$ cat src/rtl/bk_memarb_pkg.sv
// Shared types and widths for the BK-0010 shared-SRAM arbiter.
package bk_memarb_pkg;

  localparam int SRAM_AW = 18;
  localparam int SRAM_DW = 16;
  localparam int VID_AW  = 13;

  localparam logic [SRAM_AW-1:0] VIDEO_BASE_DEFAULT = 18'h02000;

  typedef enum logic [2:0] {
    ST_IDLE    = 3'd0,
    ST_VID_RD  = 3'd1,
    ST_CPU_RD  = 3'd2,
    ST_CPU_WR  = 3'd3,
    ST_WR_HOLD = 3'd4
  } arb_state_e;

endpackage

$ cat src/rtl/bk_mem_arbiter.sv
// Merges the CPU port and the video word fetch onto one asynchronous 16-bit SRAM.
// Define BK_MEMARB_OVERRUN_CNT_EN to build the saturating video overrun counter.
module bk_mem_arbiter
  import bk_memarb_pkg::*;
#(
  parameter int                  ACCESS_CYCLES = 2,
  parameter logic [SRAM_AW-1:0]  VIDEO_BASE    = VIDEO_BASE_DEFAULT
) (
  input  logic               clk,
  input  logic               reset_n,
  input  logic               cpu_req,
  input  logic               cpu_we,
  input  logic [SRAM_AW-1:0] cpu_addr,
  input  logic               cpu_lb_n,
  input  logic               cpu_ub_n,
  input  logic [SRAM_DW-1:0] cpu_wdata,
  output logic [SRAM_DW-1:0] cpu_rdata,
  output logic               cpu_ack,
  input  logic               vid_req,
  input  logic [VID_AW-1:0]  vid_addr,
  output logic [SRAM_DW-1:0] vid_data,
  output logic               vid_valid,
  output logic               membusy,
  output logic [7:0]         vid_overrun_cnt,
  output logic [SRAM_AW-1:0] sram_addr,
  output logic [SRAM_DW-1:0] sram_dq_o,
  output logic               sram_dq_oe,
  input  logic [SRAM_DW-1:0] sram_dq_i,
  output logic               sram_oe_n,
  output logic               sram_we_n,
  output logic               sram_lb_n,
  output logic               sram_ub_n,
  output logic               sram_ce_n
);

  localparam logic [2:0] LAST_CNT = 3'(ACCESS_CYCLES - 1);

  arb_state_e         r_state;
  arb_state_e         w_state_d;
  logic [2:0]         r_cnt;
  logic               r_vid_pend;
  logic [VID_AW-1:0]  r_vid_addr;
  logic               r_armed;
  logic               r_cpu_lb_n;
  logic               r_cpu_ub_n;

  logic [SRAM_AW-1:0] r_sram_addr;
  logic [SRAM_DW-1:0] r_sram_dq_o;
  logic               r_sram_dq_oe;
  logic               r_oe_n;
  logic               r_we_n;
  logic               r_lb_n;
  logic               r_ub_n;
  logic               r_cpu_ack;
  logic [SRAM_DW-1:0] r_cpu_rdata;
  logic [SRAM_DW-1:0] r_vid_data;
  logic               r_vid_valid;
  logic               r_membusy;

  logic               w_last;
  logic               w_strobe;
  logic               w_vid_done;
  logic               w_cpu_done;
  logic               w_vid_go;
  logic               w_grant;
  logic               w_vid_pend_d;
  logic [VID_AW-1:0]  w_vid_addr_d;
  logic               w_cpu_lb_n_d;
  logic               w_cpu_ub_n_d;
  logic [SRAM_AW-1:0] w_sram_addr_d;
  logic [SRAM_DW-1:0] w_sram_dq_o_d;
  logic               w_sram_dq_oe_d;
  logic               w_oe_n_d;
  logic               w_we_n_d;
  logic               w_lb_n_d;
  logic               w_ub_n_d;

  assign w_last       = (r_cnt == LAST_CNT);
  assign w_strobe     = (r_state == ST_VID_RD) || (r_state == ST_CPU_RD) || (r_state == ST_CPU_WR);
  assign w_vid_done   = (r_state == ST_VID_RD) && w_last;
  assign w_cpu_done   = ((r_state == ST_CPU_RD) && w_last) || (r_state == ST_WR_HOLD);
  // A fetch pulse in the IDLE cycle itself is served without waiting for vid_pend.
  assign w_vid_go     = r_vid_pend || vid_req;
  assign w_grant      = (r_state == ST_IDLE) && !w_vid_go && cpu_req && r_armed;
  assign w_vid_addr_d = vid_req ? vid_addr : r_vid_addr;
  assign w_cpu_lb_n_d = w_grant ? cpu_lb_n : r_cpu_lb_n;
  assign w_cpu_ub_n_d = w_grant ? cpu_ub_n : r_cpu_ub_n;

  // State register
  always_ff @(posedge clk or negedge reset_n) begin
    if (!reset_n) begin
      r_state <= ST_IDLE;
    end else begin
      r_state <= w_state_d;
    end
  end

  // Next-state logic: video first, granted accesses always run to completion
  always_comb begin
    w_state_d = r_state;
    case (r_state)
      ST_IDLE: begin
        if (w_vid_go) begin
          w_state_d = ST_VID_RD;
        end else if (w_grant) begin
          w_state_d = cpu_we ? ST_CPU_WR : ST_CPU_RD;
        end else begin
          w_state_d = ST_IDLE;
        end
      end
      ST_VID_RD:  w_state_d = w_last ? ST_IDLE : ST_VID_RD;
      ST_CPU_RD:  w_state_d = w_last ? ST_IDLE : ST_CPU_RD;
      ST_CPU_WR:  w_state_d = w_last ? ST_WR_HOLD : ST_CPU_WR;
      ST_WR_HOLD: w_state_d = ST_IDLE;
      default:    w_state_d = ST_IDLE;
    endcase
  end

  // Output decode from the next state so the registered strobes line up with the state
  always_comb begin
    w_oe_n_d       = 1'b1;
    w_we_n_d       = 1'b1;
    w_sram_dq_oe_d = 1'b0;
    w_lb_n_d       = 1'b1;
    w_ub_n_d       = 1'b1;
    case (w_state_d)
      ST_VID_RD: begin
        w_oe_n_d = 1'b0;
        w_lb_n_d = 1'b0;
        w_ub_n_d = 1'b0;
      end
      ST_CPU_RD: begin
        w_oe_n_d = 1'b0;
        w_lb_n_d = w_cpu_lb_n_d;
        w_ub_n_d = w_cpu_ub_n_d;
      end
      ST_CPU_WR: begin
        w_we_n_d       = 1'b0;
        w_sram_dq_oe_d = 1'b1;
        w_lb_n_d       = w_cpu_lb_n_d;
        w_ub_n_d       = w_cpu_ub_n_d;
      end
      ST_WR_HOLD: begin
        w_sram_dq_oe_d = 1'b1;
        w_lb_n_d       = w_cpu_lb_n_d;
        w_ub_n_d       = w_cpu_ub_n_d;
      end
      default: begin
        w_oe_n_d = 1'b1;
      end
    endcase
    // Address is loaded only on leaving IDLE so it stays stable for the whole access.
    if ((r_state == ST_IDLE) && (w_state_d == ST_VID_RD)) begin
      w_sram_addr_d = VIDEO_BASE + {{(SRAM_AW-VID_AW){1'b0}}, w_vid_addr_d};
    end else if (w_grant) begin
      w_sram_addr_d = cpu_addr;
    end else begin
      w_sram_addr_d = r_sram_addr;
    end
    if (w_grant) begin
      w_sram_dq_o_d = cpu_wdata;
    end else begin
      w_sram_dq_o_d = r_sram_dq_o;
    end
  end

  // Pending-fetch flag: a new pulse wins over completion
  always_comb begin
    if (vid_req) begin
      w_vid_pend_d = 1'b1;
    end else if (w_vid_done) begin
      w_vid_pend_d = 1'b0;
    end else begin
      w_vid_pend_d = r_vid_pend;
    end
  end

  // Strobe-length counter
  always_ff @(posedge clk or negedge reset_n) begin
    if (!reset_n) begin
      r_cnt <= 3'd0;
    end else if (w_strobe && !w_last) begin
      r_cnt <= r_cnt + 3'd1;
    end else begin
      r_cnt <= 3'd0;
    end
  end

  // Video request capture and CPU re-arm tracking
  always_ff @(posedge clk or negedge reset_n) begin
    if (!reset_n) begin
      r_vid_pend <= 1'b0;
      r_vid_addr <= '0;
      r_armed    <= 1'b1;
      r_cpu_lb_n <= 1'b1;
      r_cpu_ub_n <= 1'b1;
    end else begin
      r_vid_pend <= w_vid_pend_d;
      r_vid_addr <= w_vid_addr_d;
      r_cpu_lb_n <= w_cpu_lb_n_d;
      r_cpu_ub_n <= w_cpu_ub_n_d;
      if (w_cpu_done) begin
        r_armed <= 1'b0;
      end else if (!cpu_req) begin
        r_armed <= 1'b1;
      end else begin
        r_armed <= r_armed;
      end
    end
  end

  // Registered SRAM bus and handshake outputs
  always_ff @(posedge clk or negedge reset_n) begin
    if (!reset_n) begin
      r_sram_addr  <= '0;
      r_sram_dq_o  <= '0;
      r_sram_dq_oe <= 1'b0;
      r_oe_n       <= 1'b1;
      r_we_n       <= 1'b1;
      r_lb_n       <= 1'b1;
      r_ub_n       <= 1'b1;
      r_cpu_ack    <= 1'b0;
      r_vid_valid  <= 1'b0;
      r_membusy    <= 1'b0;
      r_cpu_rdata  <= '0;
      r_vid_data   <= '0;
    end else begin
      r_sram_addr  <= w_sram_addr_d;
      r_sram_dq_o  <= w_sram_dq_o_d;
      r_sram_dq_oe <= w_sram_dq_oe_d;
      r_oe_n       <= w_oe_n_d;
      r_we_n       <= w_we_n_d;
      r_lb_n       <= w_lb_n_d;
      r_ub_n       <= w_ub_n_d;
      r_cpu_ack    <= w_cpu_done;
      r_vid_valid  <= w_vid_done;
      r_membusy    <= w_vid_pend_d || (r_state == ST_VID_RD);
      r_cpu_rdata  <= ((r_state == ST_CPU_RD) && w_last) ? sram_dq_i : r_cpu_rdata;
      r_vid_data   <= w_vid_done ? sram_dq_i : r_vid_data;
    end
  end

`ifdef BK_MEMARB_OVERRUN_CNT_EN
  logic       w_overrun;
  logic [7:0] r_ovr_cnt;

  assign w_overrun = vid_req && r_vid_pend && !w_vid_done;

  // Saturating overrun counter, cleared only by reset
  always_ff @(posedge clk or negedge reset_n) begin
    if (!reset_n) begin
      r_ovr_cnt <= 8'd0;
    end else if (w_overrun && (r_ovr_cnt != 8'hFF)) begin
      r_ovr_cnt <= r_ovr_cnt + 8'd1;
    end else begin
      r_ovr_cnt <= r_ovr_cnt;
    end
  end

  assign vid_overrun_cnt = r_ovr_cnt;
`else
  assign vid_overrun_cnt = 8'h00;
`endif

  assign sram_addr  = r_sram_addr;
  assign sram_dq_o  = r_sram_dq_o;
  assign sram_dq_oe = r_sram_dq_oe;
  assign sram_oe_n  = r_oe_n;
  assign sram_we_n  = r_we_n;
  assign sram_lb_n  = r_lb_n;
  assign sram_ub_n  = r_ub_n;
  assign sram_ce_n  = 1'b0;
  assign cpu_ack    = r_cpu_ack;
  assign cpu_rdata  = r_cpu_rdata;
  assign vid_data   = r_vid_data;
  assign vid_valid  = r_vid_valid;
  assign membusy    = r_membusy;

endmodule

$ cat config.mk
export PLATFORM = sky130hd
export DESIGN_NAME = bk_mem_arbiter
export DESIGN_NICKNAME = d
export VERILOG_FILES = /design/src/rtl/bk_memarb_pkg.sv /design/src/rtl/bk_mem_arbiter.sv
export SDC_FILE = /design/constraint.sdc
export NUM_CORES = 1
export LEC_CHECK = 0
export ABC_AREA = 1
export BUFFER_PORTS_ARGS = -buffer_cell sky130_fd_sc_hd__buf_2
export CORE_MARGIN = 4
export CORE_UTILIZATION = 38
export DETAILED_ROUTE_END_ITERATION = 10
export MAX_ROUTING_LAYER = met4
export PLACE_DENSITY_LB_ADDON = 0.25
export SKIP_LAST_GASP = 1
export SYNTH_ARGS = -nofsm -noshare
export SYNTH_HDL_FRONTEND = slang
export SYNTH_SLANG_ARGS = --single-unit
export TNS_END_PERCENT = 1
$ cat constraint.sdc
create_clock -name clk -period 4.67 [get_ports clk]
set_input_delay 0.934 -clock clk [delete_from_list [all_inputs] [get_ports clk]]
set_output_delay 0.934 -clock clk [all_outputs]
set_load 0.05 [all_outputs]
Word level (Yosys, flattened, before mapping) --
Cells that the tools add are included.
Word-level totals: bits in registers 97, input bits 70, output and inout bits 83
Operators by class: add/subtract/negate cells 2, equality and inequality tests 10, mux-type cells 22, reductions and logical operators 19
Operators by type and width (count):
- $mux 18 | 2
- $add 14x13->15 const A | 1
- $mux 13 | 1
- $eq 3x2->1 const B | 4
- $pmux 3 s4 | 1
- $mux 1 | 11
- $eq 3x1->1 const B | 3
- $logic_and 1x1->1 | 7
- $eq 3x3->1 const B | 2
- $mux 2 | 3
- $mux 3 | 2
- $logic_or 1x1->1 | 5
- $pmux 1 s2 | 2
- $reduce_or 2->1 | 2
- $add 3x1->3 const B | 1
- $logic_not 3->1 | 1
- $reduce_or 3->1 | 1
- $logic_not 1->1 | 2
- $ne 2x1->1 const B | 1
- $reduce_bool 2->1 | 1

Longest topological paths before layout --
Gate-level depths: netlist of the first run.
word-level depth 11, gate-level depth with buffers 12

Worst setup path after synthesis of the first run --
Ideal clock, no wire load.
path kind input to register, from input vid_req, to register r_sram_addr[10] (netlist: sram_addr[10]), setup time 0.126 ns, data arrival time 1.973 ns, data required time 4.544 ns, setup slack 2.572 ns, stages 12, path buffers 2, cell sequence buf_6 > inv_6 > nand2_4 > nor2_2 > nand3_1 > nand2_1 > nand2_1 > nand2_2 > nand3_4 > buf_6 > nand3_2 > nand3_1
On the way: cells in the longest elaborated chain, start to end 11, elaborated cells between the ends (all ways) 14
Ends and longest elaborated chain:
- from (decl) | line bk_mem_arbiter.sv:19 | input logic vid_req,
- $logic_or 1x1->1 | line bk_mem_arbiter.sv:83 | assign w_vid_go = r_vid_pend || vid_req;
- $logic_not 1->1 | line bk_mem_arbiter.sv:84 | assign w_grant = (r_state == ST_IDLE) && !w_vid_go && cpu_req && r_armed;
- $logic_and 1x1->1 (3 in series) | line bk_mem_arbiter.sv:84
- $mux 2 | line bk_mem_arbiter.sv:105 | end else if (w_grant) begin
- $mux 2 | line bk_mem_arbiter.sv:103 | if (w_vid_go) begin
- $pmux 3 s4 | line bk_mem_arbiter.sv:101 | case (r_state)
- $eq 3x1->1 | line bk_mem_arbiter.sv:153 | if ((r_state == ST_IDLE) && (w_state_d == ST_VID_RD)) begin
- $logic_and 1x1->1 | line bk_mem_arbiter.sv:153
- $mux 18 or $reduce_bool 2->1 (tied branches)
- to (signal assigned) | line bk_mem_arbiter.sv:228 | r_sram_addr <= w_sram_addr_d;
- to (decl) | line bk_mem_arbiter.sv:47 | logic [SRAM_AW-1:0] r_sram_addr;
Several ways; a longest one is shown, not always the timed one. A chain may end at the register's enable or synchronous reset.

Final worst setup path of the first run --
from input vid_req, to register r_sram_addr[0] (netlist: sram_addr[0])
On the way: cells in the longest elaborated chain, start to end 11, elaborated cells between the ends (all ways) 14
Ends and longest elaborated chain:
- $logic_or 1x1->1 * | line bk_mem_arbiter.sv:83
- $logic_not 1->1 | line bk_mem_arbiter.sv:84
- $logic_and 1x1->1 (3 in series) | line bk_mem_arbiter.sv:84
- $mux 2 | line bk_mem_arbiter.sv:105
- $mux 2 * | line bk_mem_arbiter.sv:103
- $pmux 3 s4 * | line bk_mem_arbiter.sv:101
- net w_state_d[1] | line bk_mem_arbiter.sv:39 | arb_state_e w_state_d;
- $eq 3x1->1 * | line bk_mem_arbiter.sv:153
- $logic_and 1x1->1 * | line bk_mem_arbiter.sv:153
- $mux 18 or $reduce_bool 2->1 (tied branches)
Mark *: on every way through the listed nets, which the timed path passes. The rest lies on a longest branch.

==> results of run 1 <==
-- through the flow --
| stage | setup slack (ns) | instances | util [%] | power, mW |
|---|---|---|---|---|
| 2_1_floorplan | 2.57 | 434 | - | 2.68 |
| 3_5_place_dp | 1.61 | 688 | 46.4 | 3.10 |
| 5_1_grt | 1.75 | 704 | 48.7 | 3.94 |
| 6_report | 1.99 | 704 | 48.7 | 3.70 |
| 3_3_place_gp | 1.72 | 688 | 46.4 | 3.06 |
| 4_1_cts | 1.99 | 704 | 48.7 | 3.75 |
-- registers in the layout (all words and copies together) (netlist names), 3 cells and up --
name and flops:
cpu_rdata 16, r_cnt 3, r_state 3, r_vid_addr 13
sram_addr 18, sram_dq_o 16, vid_data 16
-- final timing paths --
path                             from              to  cells past startpoint
min in group asynchronous     reset_n  r_vid_addr[12]                      1
min reg2reg                   r_armed         r_armed                      2
min                           r_armed         r_armed                      2
max                           vid_req    sram_addr[0]                     11
max in group asynchronous     reset_n      r_cpu_lb_n                      2
max reg2reg                r_state[1]    sram_addr[0]                     10
-- layout by cell type (no fill, tap or decap), types with 2 or more instances in the layout --
cell and n:
nand2_4 2, buf_2 142, o21ai_0 35, nor2_1 9
nand2_2 2, dfstp_2 7, dfrtp_1 90, clkbuf_1 3
nand3_1 26, nand4_1 14, ha_1 2, buf_4 4
bufinv_16 3, clkbuf_8 10, nand2_1 154, inv_1 34
nand3_2 5, mux2i_1 5, conb_1 9, inv_2 4
-- metal layers --
layer,share of wire (%),wire (um),vias to the layer above,global-route usage [%]
met1,45,4250,1465,21.6
met3,7.9,742,11,4.93
met5,0,0,-,-
met4,1.4,133,0,5.34
met2,45,4260,118,23.7
li1,-,-,1587,-
-- logic make-up after synthesis --
group           Yosys count  share of synthesized area [%]
compound gates           37                           4.63
buf+inv                  67                           8.10
xor+xnor                  1                          0.219
other cells               1                         0.0937
simple gates            216                           24.2
mux                       5                           1.25
fa+ha+maj                 2                          0.625
flops                    97                           60.9
-- power by group --
group          total (mW)  leakage [nW]  internal, mW  switching (mW)
sequential           1.28          1.16          1.14           0.146
combinational        1.78          1.56         0.388            1.39
clock               0.639         0.118         0.372           0.268
-- critical path, stage by stage --
cell and delay, ns:
buf_2 0.30, inv_6 0.09, nand2_4 0.08, nor2_2 0.04
nand2_1 0.06, buf_4 0.38, nand2_2 0.16, nor2_4 0.35
nand3_4 0.27, nand3_1 0.15, nand3_1 0.08
-- layout make-up --
class | count | area [sq um] | area share, %
Clock buffer | 13 | 149 | 2.97
Clock inverter | 3 | 90.1 | 1.80
Inverter | 39 | 151 | 3.02
Multi-Input combinational cell | 270 | 1270 | 25.4
Sequential cell | 97 | 2440 | 48.6
Tap cell | 136 | 170 | 3.40
Timing Repair Buffer | 146 | 741 | 14.8
==> key figures, run 1 <==
Run status
  – Outcome: completed

STA
  – Min Hold Slack: 0.467 ns
  – Final setup TNS: 0 ns
  – Fin crit share: 57.4%
  – Clock skew: 0.00886 ns
  – Actual slew at the worst max-slew pin: 0.842 ns
  – Final min period: 2.68 ns
  – Final hold violations: 0
  – Max Transition Viols Final: 0
  – Fmax: 373 MHz
  – Slew headroom: 43.8%
  – Setup violations, final: 0
  – RSZ-0062 raised after global routing: no

Global routing
  – GRT Overall Usage: 16.2%
  – Initial antenna violation count: 0
  – Largest net degree at the start of global routing: 66
  – Global-route wire length before repair: 15.8 mm
  – Gr ovfl total: 0
  – Vias in the first global route: 3261

Worst setup path
  – CP Data Required Time: 4.91 ns
  – Crit end category: register
  – Worst setup path class: in -> reg
  – Startpoint Class: input pin
  – Slack of the worst reg-to-reg path: 2.41 ns
  – WP data arrival: 2.91 ns
  – CP Max Fanout: 38

Yosys
  – Avg Cell Area, Syn: 9.40 sq um
  – Post-synth top area cell: dfrtp_1
  – Most common cell in the netlist: nand2_1
  – Sequential share of the synthesized area: 60.9%
  – Post-synth EDFFs: 0
  – Cell area after synthesis: 4000 sq um
  – Synth area leaders: dfrtp_1, nand2_1, dfstp_2, o21ai_0, nand3_1
  – YS warnings: 0
  – Post-synth top cells: nand2_1, dfrtp_1, o21ai_0
  – Share of the synthesized area in the top cell type: 56.3%
  – Yosys cell types: 28
  – Post-synth ARST share: 100%
  – Syn Inst Count: 426
  – Main synth FF type: dfrtp_1
  – Seq cells post-synth: 97

Pwr
  – Worst vdd ir: 0.410 mV
  – Leak pwr: 2.83 nW
  – Power density cells: 738 nW/um^2

Finish
  – Synth-to-layout area growth: 25.2%
  – Cell area after layout: 5010 sq um
  – Nets@finish: 635
  – Ant diodes: 0
  – Layout cells sized above 1: 32.4%
  – Fillcell total: 1008

Die
  – Core area: 10300 sq um
  – Chip height: 111 um
  – IO Pins: 153
  – Die X: 111 um
  – Die area: 12200 sq um
  – Num rows: 37
  – Initial core utilization: 38.9%

CTS
  – Worst-path clk slew: 0.09 ns
  – CTS Buf Count: 9
  – Longest Clk Path Bufs: 2
  – Hold buffers post-CTS: 0
  – Sink Count: 97
  – Worst-Skew Late Latency: 0.35 ns
  – CTS tree: built
  – Post-CTS sizing: 0
  – Setup bufs post-CTS: 0
  – Clock Tree Root: clkbuf_8
  – H-tree depth: 3

Route
  – DRT Wirelength: 9.38 mm
  – DRC Markers: 0
  – Via density: 4.52
  – WL/cell: 13.3 um
  – First-pass DRT Iterations: 4
  – DRT antenna net count: 0
  – DRT iter0 DRCs: 157
  – Via count: 3181

Placed design
  – Port buffer count: 143
  – Placer's final routability congestion estimate: 0.844
  – Placed Area: 4770 sq um
  – Final HPWL DP: 6.89 mm

Worst hold path
  – Hold/Removal Path Class: reg -> reg

Job
  – Max Cap Viol: 0
Note: power is estimated with default switching activity, not from simulation.
==> inputs of run 2 (changes only) <==
clock period = 2.5 ns   (was 4.67 ns; I/O delays follow)
==> run 2 against run 1 <==
  * Sequential power grew 87%
  * Critical path type is now reg -> reg
  * Critical endpoint is now vid_data[2]
  * Clock skew grew 0.0028 ns
  * Die area is the same
  * Wire length grew 0.53%
  * Largest cell class unchanged
==> key figures, run 2 (synthesized netlist as in run 1, its figures left out) <==
Run status
  – Outcome: completed

Pwr
  – Leak pwr: 2.84 nW (+0.45%)
  – Power density cells: 1360 nW/um^2 (+84%)
  – Worst vdd ir: 0.682 mV (+66%)

CTS
  – Clock Tree Root: clkbuf_8
  – Setup bufs post-CTS: 0 (unchanged)
  – Worst-path clk slew: 0.09 ns (about the same)
  – CTS tree: built
  – Longest Clk Path Bufs: 2 (unchanged)
  – Worst-Skew Late Latency: 0.36 ns (about the same)
  – Post-CTS sizing: 0 (unchanged)
  – CTS Buf Count: 9 (unchanged)
  – Hold buffers post-CTS: 0 (unchanged)
  – H-tree depth: 3 (unchanged)
  – Sink Count: 97 (unchanged)

Finish
  – Nets@finish: 639 (+0.63%)
  – Layout cells sized above 1: 32.9% (+0.47 points)
  – Ant diodes: 0 (unchanged)
  – Area of the multi-input gates: 1270 sq um (unchanged)
  – FF+latch area: 2440 sq um (unchanged)
  – Fillcell total: 1041 (+3.3%)
  – Most common cell after layout, fill and taps aside: nand2_1
  – Synth-to-layout area growth: 25.6%
  – Largest register FFs: 18 (unchanged)
  – Commonest cells after routing, fill and taps aside: nand2_1, buf_2, dfrtp_1, o21ai_0, inv_1
  – Layout Cells excl Fill: 708 (+0.57%)
  – Final Util: 48.9% (+0.17 points)

Die
  – Chip height: 111 um (unchanged)
  – Die X: 111 um (unchanged)
  – IO Pins: 153 (unchanged)
  – Die area: 12200 sq um (unchanged)
  – Core area: 10300 sq um (unchanged)
  – Initial core utilization: 38.9% (unchanged)
  – Num rows: 37 (unchanged)

STA
  – Max Transition Viols Final: 0 (unchanged)
  – Clock skew: 0.0117 ns (+0.00280 ns)
  – Slew headroom: 47.1% (+3.3 points)
  – Fin crit share: 73.7%
  – RSZ-0062 raised after global routing: no
  – Final hold violations: 0 (unchanged)
  – Actual slew at the worst max-slew pin: 0.793 ns (-0.0489 ns)
  – Final setup TNS: 0 ns (unchanged)
  – Setup violations, final: 0 (unchanged)
  – Final min period: 1.84 ns
  – Fmax: 542 MHz

Route
  – WL/cell: 13.3 um (about the same)
  – First-pass DRT Iterations: 4 (unchanged)
  – DRT antenna net count: 0 (unchanged)
  – Via density: 4.51 (-0.13%)
  – DRT Wirelength: 9.43 mm (+0.53%)
  – DRT iter0 DRCs: 107 (-32%)
  – DRC Markers: 0 (unchanged)
  – Via count: 3195 (+0.44%)

Placed design
  – Placer's final routability congestion estimate: 0.807 (-4.4%)
  – Port buffer count: 143 (unchanged)
  – Cells after DPL: 692 (+0.58%)
  – Final HPWL DP: 6.88 mm (-0.13%)

Worst setup path
  – Crit end category: register
  – Startpoint Class: register
  – Worst setup path class: reg -> reg
  – CP Data Required Time: 2.71 ns (-2.20 ns)
  – WP data arrival: 2.05 ns (-0.86 ns)
  – CP Max Fanout: 32 (-16%)

Global routing
  – Vias in the first global route: 3182 (-2.4%)
  – Largest net degree at the start of global routing: 40 (-39%)
  – Global-route wire length before repair: 15.9 mm (+0.48%)
  – Gr ovfl total: 0 (unchanged)
  – Initial antenna violation count: 0 (unchanged)
  – GRT Overall Usage: 16.4% (+0.18 points)

Job
  – Max Cap Viol: 0 (unchanged)

Worst hold path
  – Hold/Removal Path Class: in -> async
==> run 2: per-stage QoR <==
step	cell area (sq um)	setup WS (ns)	total power [mW]	hold slack [ns]
final	5030	0.656	6.84	0.114
after global routing	5030	0.370	7.31	0.134
after CTS	5030	0.602	6.94	0.111
after detailed placement	4810	0.606	5.81	0.459
after global placement	4810	0.643	5.75	0.447
after floorplan	4030	0.836	5.00	0.204
==> run 2: critical path, cell delays in order, from the launching register on <==
cell and delay [ns]:
dfrtp_1 0.41, ha_1 0.20, inv_1 0.05, nor2_1 0.04, inv_1 0.14, nor2_1 0.09, inv_1 0.58, o21ai_0 0.17
==> run 2: cell type report <==
cell class / instances / share of cell area, %
Clock buffer: 13 / 2.96
Sequential cell: 97 / 48.5
Multi-Input combinational cell: 270 / 25.3
Timing Repair Buffer: 150 / 15.6
Clock inverter: 3 / 1.29
Tap cell: 136 / 3.38
Inverter: 39 / 3.01
==> run 2: where the power goes <==
part	switching (mW)	internal [mW]
clock	0.513	0.592
sequential	0.267	2.12
combinational	2.60	0.753
total	3.38	3.47
==> run 2: path summary, 6_finish.rpt <==
kind,from,end,slack (ns),cells past startpoint
worst max-delay path,r_cnt[0],vid_data[2],0.66,7
min in group clk,cpu_req,r_armed,0.30,2
worst max register to register,r_cnt[0],vid_data[2],0.66,7
worst min register to register,r_cnt[0],r_cnt[0],0.47,1
max in group asynchronous,reset_n,r_cpu_ub_n,1.64,2
worst min-delay path,reset_n,r_vid_addr[4],0.11,1
==> run 2: per-layer routing <==
metal  part of all wire, %  wire [um]  global-route usage [%]
met5                     0          0                       -
met4                   2.0        193                    6.57
met3                   7.2        678                    4.33
met2                    45       4220                    23.4
met1                    46       4340                    22.2
